### src/rtl/drac_pkg.sv
// Shared types for the rename-table checkpoint machinery: pointer widths,
// per-checkpoint status and scheduler FSM encodings.
package drac_pkg;

  localparam int unsigned NUM_CHECKPOINTS = 4;
  localparam int unsigned CKPT_PTR_W      = $clog2(NUM_CHECKPOINTS);
  localparam int unsigned CKPT_CNT_W      = CKPT_PTR_W + 1;
  localparam int unsigned STALL_CNT_W     = 3;
  localparam int unsigned STAT_W          = 32;

  typedef logic [CKPT_PTR_W-1:0] checkpoint_ptr;
  typedef logic [CKPT_CNT_W-1:0] checkpoint_cnt;

  typedef enum logic [1:0] {
    CKPT_FREE = 2'd0,
    CKPT_PEND = 2'd1,
    CKPT_OK   = 2'd2
  } ckpt_state_t;

  typedef enum logic [1:0] {
    SCHED_RUN = 2'd0,
    SCHED_REC = 2'd1,
    SCHED_EXC = 2'd2
  } ckpt_sched_fsm_t;

  typedef struct packed {
    logic [STAT_W-1:0] stall_cycles;
    logic [STAT_W-1:0] recovers;
    logic [STAT_W-1:0] grants;
  } ckpt_sched_stats_t;

  // Distance from b forward to a, modulo the (power-of-two) checkpoint count.
  function automatic checkpoint_ptr ptr_dist(input checkpoint_ptr a, input checkpoint_ptr b);
    return a - b;
  endfunction

endpackage

### src/rtl/checkpoint_scheduler_window.sv
// Combinational membership test of a checkpoint id against the live window
// [tail, tail+count) taken modulo NUM_CHECKPOINTS.
module ckpt_window_check
  import drac_pkg::*;
(
  input  checkpoint_ptr id_i,
  input  checkpoint_ptr tail_i,
  input  checkpoint_cnt count_i,
  output logic          in_window_o
);

  assign in_window_o = (CKPT_CNT_W'(ptr_dist(id_i, tail_i)) < count_i);

endmodule

### src/rtl/checkpoint_scheduler.sv
// Checkpoint grant / retire / recover sequencer for the rename table.
// Optional statistics counters and stats_o port when CKPT_SCHED_STATS_EN is defined.
module checkpoint_scheduler
  import drac_pkg::*;
#(
  parameter int unsigned RECOVER_STALL = 2
) (
  input  logic          clk_i,
  input  logic          rst_i,
  input  logic          ckpt_req_i,
  output logic          ckpt_grant_o,
  output checkpoint_ptr ckpt_id_o,
  input  logic          resolve_valid_i,
  input  checkpoint_ptr resolve_id_i,
  input  logic          resolve_mispredict_i,
  input  logic          exception_i,
  output logic          do_checkpoint_o,
  output logic          do_recover_o,
  output checkpoint_ptr recover_checkpoint_o,
  output logic          delete_checkpoint_o,
  output logic          recover_commit_o,
  output logic          stall_o
`ifdef CKPT_SCHED_STATS_EN
  ,
  output ckpt_sched_stats_t stats_o
`endif
);

  localparam checkpoint_cnt CNT_FULL = CKPT_CNT_W'(NUM_CHECKPOINTS - 1);

  ckpt_state_t                status_q [NUM_CHECKPOINTS];
  ckpt_state_t                status_d [NUM_CHECKPOINTS];
  checkpoint_ptr              head_q, head_d;
  checkpoint_ptr              tail_q, tail_d;
  checkpoint_cnt              count_q, count_d;
  ckpt_sched_fsm_t            state_q, state_d;
  logic [STALL_CNT_W-1:0]     stall_cnt_q, stall_cnt_d;
  logic                       do_recover_q, do_recover_d;
  checkpoint_ptr              recover_ckpt_q, recover_ckpt_d;
  logic                       delete_q, delete_d;
  logic                       commit_q, commit_d;

  logic                       resolve_in_window;
  logic                       resolve_live;
  logic                       recover_now;
  logic                       resolve_ok;
  logic                       tail_ok;
  logic                       delete_now;
  logic                       grant;
  checkpoint_ptr              resolve_off;

  ckpt_window_check u_window (
    .id_i        (resolve_id_i),
    .tail_i      (tail_q),
    .count_i     (count_q),
    .in_window_o (resolve_in_window)
  );

  // A resolve for a squashed (out-of-window or freed) branch is dropped here.
  assign resolve_live = resolve_valid_i & resolve_in_window &
                        (status_q[resolve_id_i] != CKPT_FREE);
  assign recover_now  = resolve_live & resolve_mispredict_i & ~exception_i;
  assign resolve_ok   = resolve_live & ~resolve_mispredict_i & ~exception_i;
  assign resolve_off  = ptr_dist(resolve_id_i, tail_q);

  // The tail retires on the same cycle its branch is confirmed.
  assign tail_ok    = (status_q[tail_q] == CKPT_OK) | (resolve_ok & (resolve_id_i == tail_q));
  assign delete_now = (count_q != '0) & tail_ok & ~recover_now & ~exception_i;
  assign grant      = ckpt_req_i & (state_q == SCHED_RUN) & (count_q < CNT_FULL) &
                      ~recover_now & ~exception_i;

  assign ckpt_grant_o         = grant;
  assign do_checkpoint_o      = grant;
  assign ckpt_id_o            = head_q;
  assign do_recover_o         = do_recover_q;
  assign recover_checkpoint_o = recover_ckpt_q;
  assign delete_checkpoint_o  = delete_q;
  assign recover_commit_o     = commit_q;
  assign stall_o              = (state_q != SCHED_RUN) | (count_q == CNT_FULL) |
                                do_recover_q | commit_q;

  always_ff @(posedge clk_i) begin
    if (rst_i) begin
      for (int i = 0; i < int'(NUM_CHECKPOINTS); i++) status_q[i] <= CKPT_FREE;
      head_q         <= '0;
      tail_q         <= '0;
      count_q        <= '0;
      state_q        <= SCHED_RUN;
      stall_cnt_q    <= '0;
      do_recover_q   <= 1'b0;
      recover_ckpt_q <= '0;
      delete_q       <= 1'b0;
      commit_q       <= 1'b0;
    end else begin
      status_q       <= status_d;
      head_q         <= head_d;
      tail_q         <= tail_d;
      count_q        <= count_d;
      state_q        <= state_d;
      stall_cnt_q    <= stall_cnt_d;
      do_recover_q   <= do_recover_d;
      recover_ckpt_q <= recover_ckpt_d;
      delete_q       <= delete_d;
      commit_q       <= commit_d;
    end
  end

  // Next state: exception beats mispredict, which beats grant/delete.
  always_comb begin
    status_d       = status_q;
    head_d         = head_q;
    tail_d         = tail_q;
    count_d        = count_q;
    state_d        = state_q;
    stall_cnt_d    = stall_cnt_q;
    do_recover_d   = recover_now;
    recover_ckpt_d = recover_ckpt_q;
    delete_d       = delete_now;
    commit_d       = exception_i;

    if (exception_i) begin
      for (int i = 0; i < int'(NUM_CHECKPOINTS); i++) status_d[i] = CKPT_FREE;
      head_d      = '0;
      tail_d      = '0;
      count_d     = '0;
      state_d     = SCHED_EXC;
      stall_cnt_d = '0;
    end else if (recover_now) begin
      for (int i = 0; i < int'(NUM_CHECKPOINTS); i++) begin
        if (ptr_dist(CKPT_PTR_W'(i), tail_q) >= resolve_off) status_d[i] = CKPT_FREE;
      end
      head_d         = resolve_id_i;
      count_d        = CKPT_CNT_W'(resolve_off);
      recover_ckpt_d = resolve_id_i;
      state_d        = SCHED_REC;
      stall_cnt_d    = STALL_CNT_W'(RECOVER_STALL);
    end else begin
      case (state_q)
        SCHED_REC: begin
          if (stall_cnt_q == '0) state_d = SCHED_RUN;
          else                   stall_cnt_d = stall_cnt_q - STALL_CNT_W'(1);
        end
        SCHED_EXC: state_d = SCHED_RUN;
        default:   state_d = state_q;
      endcase
      if (resolve_ok) status_d[resolve_id_i] = CKPT_OK;
      if (grant) begin
        status_d[head_q] = CKPT_PEND;
        head_d           = head_q + CKPT_PTR_W'(1);
      end
      if (delete_now) begin
        status_d[tail_q] = CKPT_FREE;
        tail_d           = tail_q + CKPT_PTR_W'(1);
      end
      count_d = count_q + CKPT_CNT_W'(grant) - CKPT_CNT_W'(delete_now);
    end
  end

`ifdef CKPT_SCHED_STATS_EN
  ckpt_sched_stats_t stats_q;

  // Saturating event counters.
  always_ff @(posedge clk_i) begin
    if (rst_i) begin
      stats_q <= '0;
    end else begin
      if (grant && (stats_q.grants != '1))
        stats_q.grants <= stats_q.grants + STAT_W'(1);
      if (recover_now && (stats_q.recovers != '1))
        stats_q.recovers <= stats_q.recovers + STAT_W'(1);
      if (stall_o && (stats_q.stall_cycles != '1))
        stats_q.stall_cycles <= stats_q.stall_cycles + STAT_W'(1);
    end
  end

  assign stats_o = stats_q;
`endif

endmodule

### config.mk
export PLATFORM = sky130hd
export DESIGN_NAME = checkpoint_scheduler
export DESIGN_NICKNAME = d
export VERILOG_FILES = /design/src/rtl/drac_pkg.sv /design/src/rtl/checkpoint_scheduler_window.sv /design/src/rtl/checkpoint_scheduler.sv
export SDC_FILE = /design/constraint.sdc
export NUM_CORES = 1
export LEC_CHECK = 0
export CAP_MARGIN = 20
export CORE_MARGIN = 10
export CORE_UTILIZATION = 35
export CTS_CLUSTER_DIAMETER = 100
export DETAILED_ROUTE_END_ITERATION = 10
export HOLD_SLACK_MARGIN = 0.08
export MAX_ROUTING_LAYER = met4
export PLACE_DENSITY = 0.62
export SETUP_SLACK_MARGIN = 0.1
export SYNTH_ARGS = -nofsm -noshare
export SYNTH_HDL_FRONTEND = slang
export SYNTH_SLANG_ARGS = --single-unit
### constraint.sdc
create_clock -name clk_i -period 3.7 [get_ports clk_i]
set_input_delay 0.37 -clock clk_i [delete_from_list [all_inputs] [get_ports clk_i]]
set_output_delay 0.37 -clock clk_i [all_outputs]
set_load 0.02 [all_outputs]
==> flow_summary.ini, run 1 <==
[outcome]
status = finished, final reports clean

[global_route]
grt_max_degree = 16
grt_pass1_vias = 1552
grt_use_total_pct = 11.7
antenna_found_initial = 0
grt_first_pass_wirelength_mm = 7.74
grt.overflow.total = 0

[floorplan]
fp.dieW_um = 89.8
start_util_pct = 36.1
io_pins = 18
row_count = 25
fp.dieH_um = 89.8
coreArea_sq_um = 4720
dieArea_sq_um = 8060

[finish]
final_cell_area_sq_um = 2240
layoutNonFillerInstCount = 309
area_growth_pct = 31.8
fillCellCount = 470
final_nets = 274
antenna_cells = 0
layout-drive-gt1-share_pct = 22.7
final_core_util_pct = 47.5

[timing]
tns_ns = 0
setup_viol = 0
period_needed_ns = 3.48
finalCritPeriodShare_pct = 94.1
slew_headroom_pct = 74.6
max_freq_mhz = 287
tightest_slew_ns = 0.379
final_max_slew_viol_count = 0
setup_ws_ns = 0.219
rsz0062_at_grt = false
skew_ns = 0.00615
finalHoldViolations = 0

[setup_path]
r2r-end = count_q[1]
arrival_ns = 3.64
cp_max_fo = 2
critPathKind = in -> reg
cp-startpoint = resolve_id_i[0]
critPathCaptureType = flip-flop
rrSetupSlack_ns = 0.23
start_kind = primary input
critPathCapture = count_q[1]
r2r_cells = 21
critPathRequiredTime_ns = 3.86
r2r-start = tail_q[0]

[route]
first_pass_iters = 4
routed_via_density = 4.98
drc_errors = 0
drt_wl_total_mm = 4.64
detail-route-antenna-nets = 0
wire_per_inst_um = 15.0
via_count = 1540
first_iter_violations = 103

[yosys]
netlist_area_sq_um = 1700
synth_cell_types = 46
async_reset_ff_share_pct = 0
avgSynthCellArea_sq_um = 8.78
synth_edf_count = 0
synthCells = 194
ys_warn_count = 0
synth-seq-cells = 25
seq_area_frac_synth_pct = 29.4
ys.flop_type = dfxtp_1
synth_nets = 225

[power_and_ir_drop]
power_density_nw_per_um2 = 239
ir_drop_uv = 197
leakage_uw = 0.000882

[cts]
cts_made_buffers = 3
htree_levels = 1
cts_tree = yes
clkLatencyLatePin_ns = 0.28
clkTransAtPathRegs_ns = 0.09
clock_sinks = 25
postCtsHoldBufs = 0
clock-root-buffer = clkbuf_8
cts.path.max_buffers = 2

[placed_design]
io_buffers = 17
place.gp.congestion = 0.902
hpwl_mm = 3.33
postPlaceCellArea_sq_um = 2050
dp_worst_setup_slack_ns = -0.422
dp.cells = 287

[hold_path]
min_from = recover_checkpoint_o[0]
min-delay-path-class = reg -> reg

[run]
drv_cap = 0
==> final cells by class <==
type | count | area (sq um) | area share [%]
Clock buffer | 3 | 41.3 | 1.84
Clock inverter | 1 | 7.51 | 0.334
Inverter | 22 | 82.6 | 3.68
Multi-Input combinational cell | 139 | 1100 | 48.9
Sequential cell | 25 | 502 | 22.4
Tap cell | 67 | 83.8 | 3.73
Timing Repair Buffer | 52 | 429 | 19.1
==> stage by stage <==
| stage | hold WS [ns] | power (uW) |
|---|---|---|
| after global routing | 0.498 | 562 |
| final | 0.460 | 536 |
| after global placement | 0.455 | 353 |
| after floorplan | 0.459 | 320 |
| after detailed placement | 0.451 | 352 |
| after CTS | 0.466 | 542 |
==> metal layers <==
layer  vias to the layer above  part of all wire, %  track usage [%]
met2                        49                   45             18.3
met1                       708                   47             15.0
met4                         0                  1.8             2.83
li1                        777                    -                -
met5                         -                    0                -
met3                         6                  5.8             2.41
==> how the worst min path moves through the flow <==
| stage | slack [ns] | depth (start not counted) | endpoint |
|---|---|---|---|
| final | 0.46 | 2 | recover_checkpoint_o[0] |
| after global routing | 0.50 | 2 | recover_checkpoint_o[0] |
| after CTS | 0.47 | 2 | recover_checkpoint_o[0] |
| after detailed placement | 0.45 | 2 | recover_checkpoint_o[0] |
| after global placement | 0.45 | 2 | recover_checkpoint_o[0] |
| after floorplan | 0.46 | 2 | status_q[6] |
==> power by group <==
group,total [uW],switching (uW),internal (uW)
clock network,174,97.4,76.5
logic,88.9,45.8,43.1
registers,274,2.03,272
total,536,145,391
==> critical path, cell delays in order <==
cell and delay (ns):
dlygate4sd2_1 0.23, inv_2 0.04, ha_2 0.20, fa_1 0.56, inv_1 0.06, buf_4 0.13
buf_4 0.12, buf_4 0.12, buf_4 0.12, buf_4 0.12, buf_4 0.12, buf_4 0.12
buf_4 0.12, buf_4 0.13, buf_4 0.13, buf_4 0.12, buf_4 0.12, buf_4 0.12
buf_4 0.13, buf_4 0.12, buf_4 0.12, nor2_1 0.15, a211oi_2 0.05
==> cells by family after synthesis <==
| family | count (synthesis) | share of synthesized area [%] |
|---|---|---|
| simple gates | 70 | 21.7 |
| buf+inv | 30 | 7.86 |
| mux | 3 | 3.23 |
| xor+xnor | 5 | 2.57 |
| flops | 25 | 29.4 |
| fa+ha+maj | 23 | 18.2 |
| compound gates | 38 | 17.0 |
==> synth_stat cells, drive strengths merged, types with 2 or more instances <==
cell type,count,area share [%]
inv,22,4.8
nand2b,5,1.8
clkbuf,3,0.66
o31ai,3,1.6
or3,3,1.4
a21oi,8,2.4
a32o,2,1.2
a211oi,4,1.8
buf,5,2.4
nor2,21,4.6
nor3b,2,0.88
and3b,2,1.0
ha,20,15
nor4,3,1.1
nand4,3,1.1
a31oi,2,0.73
a221oi,4,2.4
nor3,4,1.8
xnor2,4,2.1
nand2,13,2.9
and3,3,1.1
nor2b,3,1.1
a221o,3,1.8
o21ai,4,1.2
fa,3,3.5
mux4,2,2.6
a22o,3,1.5
nand3,4,1.2
dfxtp,25,29
==> registers in the layout (all words and copies together), names as in the netlist <==
signal and flops:
delete_checkpoint_o 1, tail_q 2, recover_commit_o 1, do_recover_o 1, status_q 8, ckpt_id_o 2
stall_cnt_q 3, state_q 2, recover_checkpoint_o 2, count_q 3
==> placed cells by master, fill, tap and decap left out, drive strengths merged, types with 3 or more instances in the layout <==
cell type / n
nand4: 3
a21oi: 8
nand2b: 5
inv: 22
clkbuf: 3
nand3: 4
xnor2: 4
a221oi: 4
a22o: 3
o21ai: 4
nor3: 4
ha: 20
nand2: 13
buf: 35
nor2: 21
nor4: 3
fa: 3
and3: 3
nor2b: 3
dfxtp: 25
a221o: 3
dlygate4sd2: 3
a211oi: 4
o31ai: 3
or3: 3
clkdlybuf4s50: 14
==> timing repair <==
| action | in CTS | in global routing |
|---|---|---|
| pin swaps | 5 | 1 |
| setup buffers | 18 | 0 |
| gates resized for setup | 9 | 1 |
| setup endpoints to repair | 4 | 2 |
Power figures use the tool's default switching activity.
==> inputs of run 2 (changes only) <==
- CTS_CLUSTER_DIAMETER: 100 -> 80
==> results of run 2 <==
Same layout as run 1: the final DEF is identical, and so are final timing and power.
==> inputs of run 3 (changes only) <==
- clock period: 3.7 -> 3.2 ns (I/O delays scaled with it)
==> flow_summary.ini, run 3 (synthesis results as in run 1) <==
[outcome]
status = complete, but fails checks
violations = negative setup slack

[cts]
htree_levels = 1
cts_made_buffers = 3
clkTransAtPathRegs_ns = 0.10
clock-root-buffer = clkbuf_8
postCtsHoldBufs = 0
cts_tree = yes
clkLatencyLatePin_ns = 0.27
cts.path.max_buffers = 2
clock_sinks = 25

[floorplan]
coreArea_sq_um = 4720
start_util_pct = 36.1
dieArea_sq_um = 8060
io_pins = 18
row_count = 25
fp.dieH_um = 89.8
fp.dieW_um = 89.8

[finish]
final_core_util_pct = 48.5
layout_commonest_cell = buf_4
antenna_cells = 0
final_cell_mix = 30 x buf_4, 23 x dfxtp_1, 20 x nor2_1, 18 x inv_1, 16 x ha_1
area_growth_pct = 34.4
final_nets = 270
top_regs = status_q (8), count_q (3), stall_cnt_q (3)
largest_register_ffs = 8
layout-drive-gt1-share_pct = 26.1
top_register = status_q

[setup_path]
arrival_ns = 3.44
slowest_stage = fa_1
crit_chain = clkdlybuf4s15_1 -> inv_4 -> ha_4 -> fa_1 -> inv_2 -> ha_4 -> and3b_2 -> o31ai_4 -> buf_4 -> nor3_4 -> and3b_2 -> ha_4 -> inv_2 -> ha_4 -> inv_2 -> fa_2 -> a211oi_2
crit_family = adder cells
cp_common_cell = ha_4
path_buf_inv = 6
critPathCaptureType = flip-flop
critPathKind = in -> reg
start_kind = primary input
max_stage_delay_ns = 0.53
cp_max_fo = 3
critPathRequiredTime_ns = 3.40

[route]
drc_errors = 0
first_iter_violations = 85
first_pass_iters = 4
drt_wl_total_mm = 4.51
detail-route-antenna-nets = 0
wl_met3_um = 245
wire_per_inst_um = 14.8
met2_length_mm = 2.11
routed_via_density = 5.12
m1WireLength_mm = 2.12
via_count = 1561
highest_layer = met4

[timing]
setup_viol = 1
slew_headroom_pct = 73.6
rsz0062_at_grt = true
final_max_slew_viol_count = 0
finalCritPeriodShare_pct = 101
setup_ws_ns = -0.0337
period_needed_ns = 3.23
finalHoldViolations = 0
tightest_slew_ns = 0.392
max_freq_mhz = 309
tns_ns = -0.0337
skew_ns = 0.00892

[power_and_ir_drop]
p_sw_uw = 161
p_int_uw = 445
ir_drop_uv = 267
swShare_pct = 26.5
p_comb_share_pct = 15.5
p_seq_share_pct = 52.2
power_density_nw_per_um2 = 265
power_frac_clock_pct = 32.2
leakage_uw = 0.000864

[global_route]
grt_first_pass_wirelength_mm = 7.65
antenna_found_initial = 0
grt_use_total_pct = 11.4
grt.overflow.total = 0
grt_pass1_vias = 1539
grt_max_degree = 16

[placed_design]
io_buffers = 17
place.gp.congestion = 0.971
hpwl_mm = 3.46

[run]
drv_cap = 0

[hold_path]
min-delay-path-class = reg -> reg
## run 3: path summary, 6_finish.rpt
check                                        startpoint                 endpoint  slack [ns]  depth (start not counted)
worst max-delay path                    resolve_id_i[0]               count_q[1]       -0.03                         17
worst min register to register  recover_checkpoint_o[1]  recover_checkpoint_o[1]        0.47                          2
worst min-delay path            recover_checkpoint_o[1]  recover_checkpoint_o[1]        0.47                          2
worst max register to register                tail_q[0]               count_q[1]       -0.02                         15
## run 3: worst min-delay path, cell delays in order, from the launching register on
cell and delay [ns]:
dfxtp_1 0.33, nand2_1 0.05, a21oi_1 0.05
## run 3: final cells by class
class / instances / area (sq um)
clock inverters: 1 / 7.51
fillers: 449 / 2430
multi-input cells: 139 / 1160
repair buffers: 48 / 403
clock buffers: 3 / 41.3
well taps: 67 / 83.8
inverters: 22 / 85.1
flip-flops and latches: 25 / 503
## run 3: per-layer routing
metal / up-vias / track usage [%]
met5: - / -
met4: 0 / 2.70
met3: 4 / 2.49
met2: 46 / 17.7
met1: 739 / 14.8
li1: 772 / -
## run 3: metrics by stage
stage          power [uW]  hold WS [ns]  area (sq um)  cells  worst slack (ns)
6_report              606         0.466          2290    305           -0.0337
5_1_grt               634         0.511          2290    305            -0.146
4_1_cts               615         0.466          2250    304           -0.0469
3_5_place_dp          414         0.452          2170    297            -0.793
3_3_place_gp          413         0.452          2170    297            -0.693
2_1_floorplan         373         0.456          1760    194            -0.190
## run 3: power groups by stage
stage               sequential (uW)  combinational [uW]  clock, uW
floorplan                       325                48.5          0
finish                          316                94.0        195
detailed placement              324                90.1          0
global route                    317                 104        214
CTS                             316                91.8        207
global placement                324                89.1          0
## run 3: what timing repair did
action,CTS,global route
setup endpoints to repair,19,7
gates resized for setup,11,5
pin swaps,12,8
setup buffers,3,1
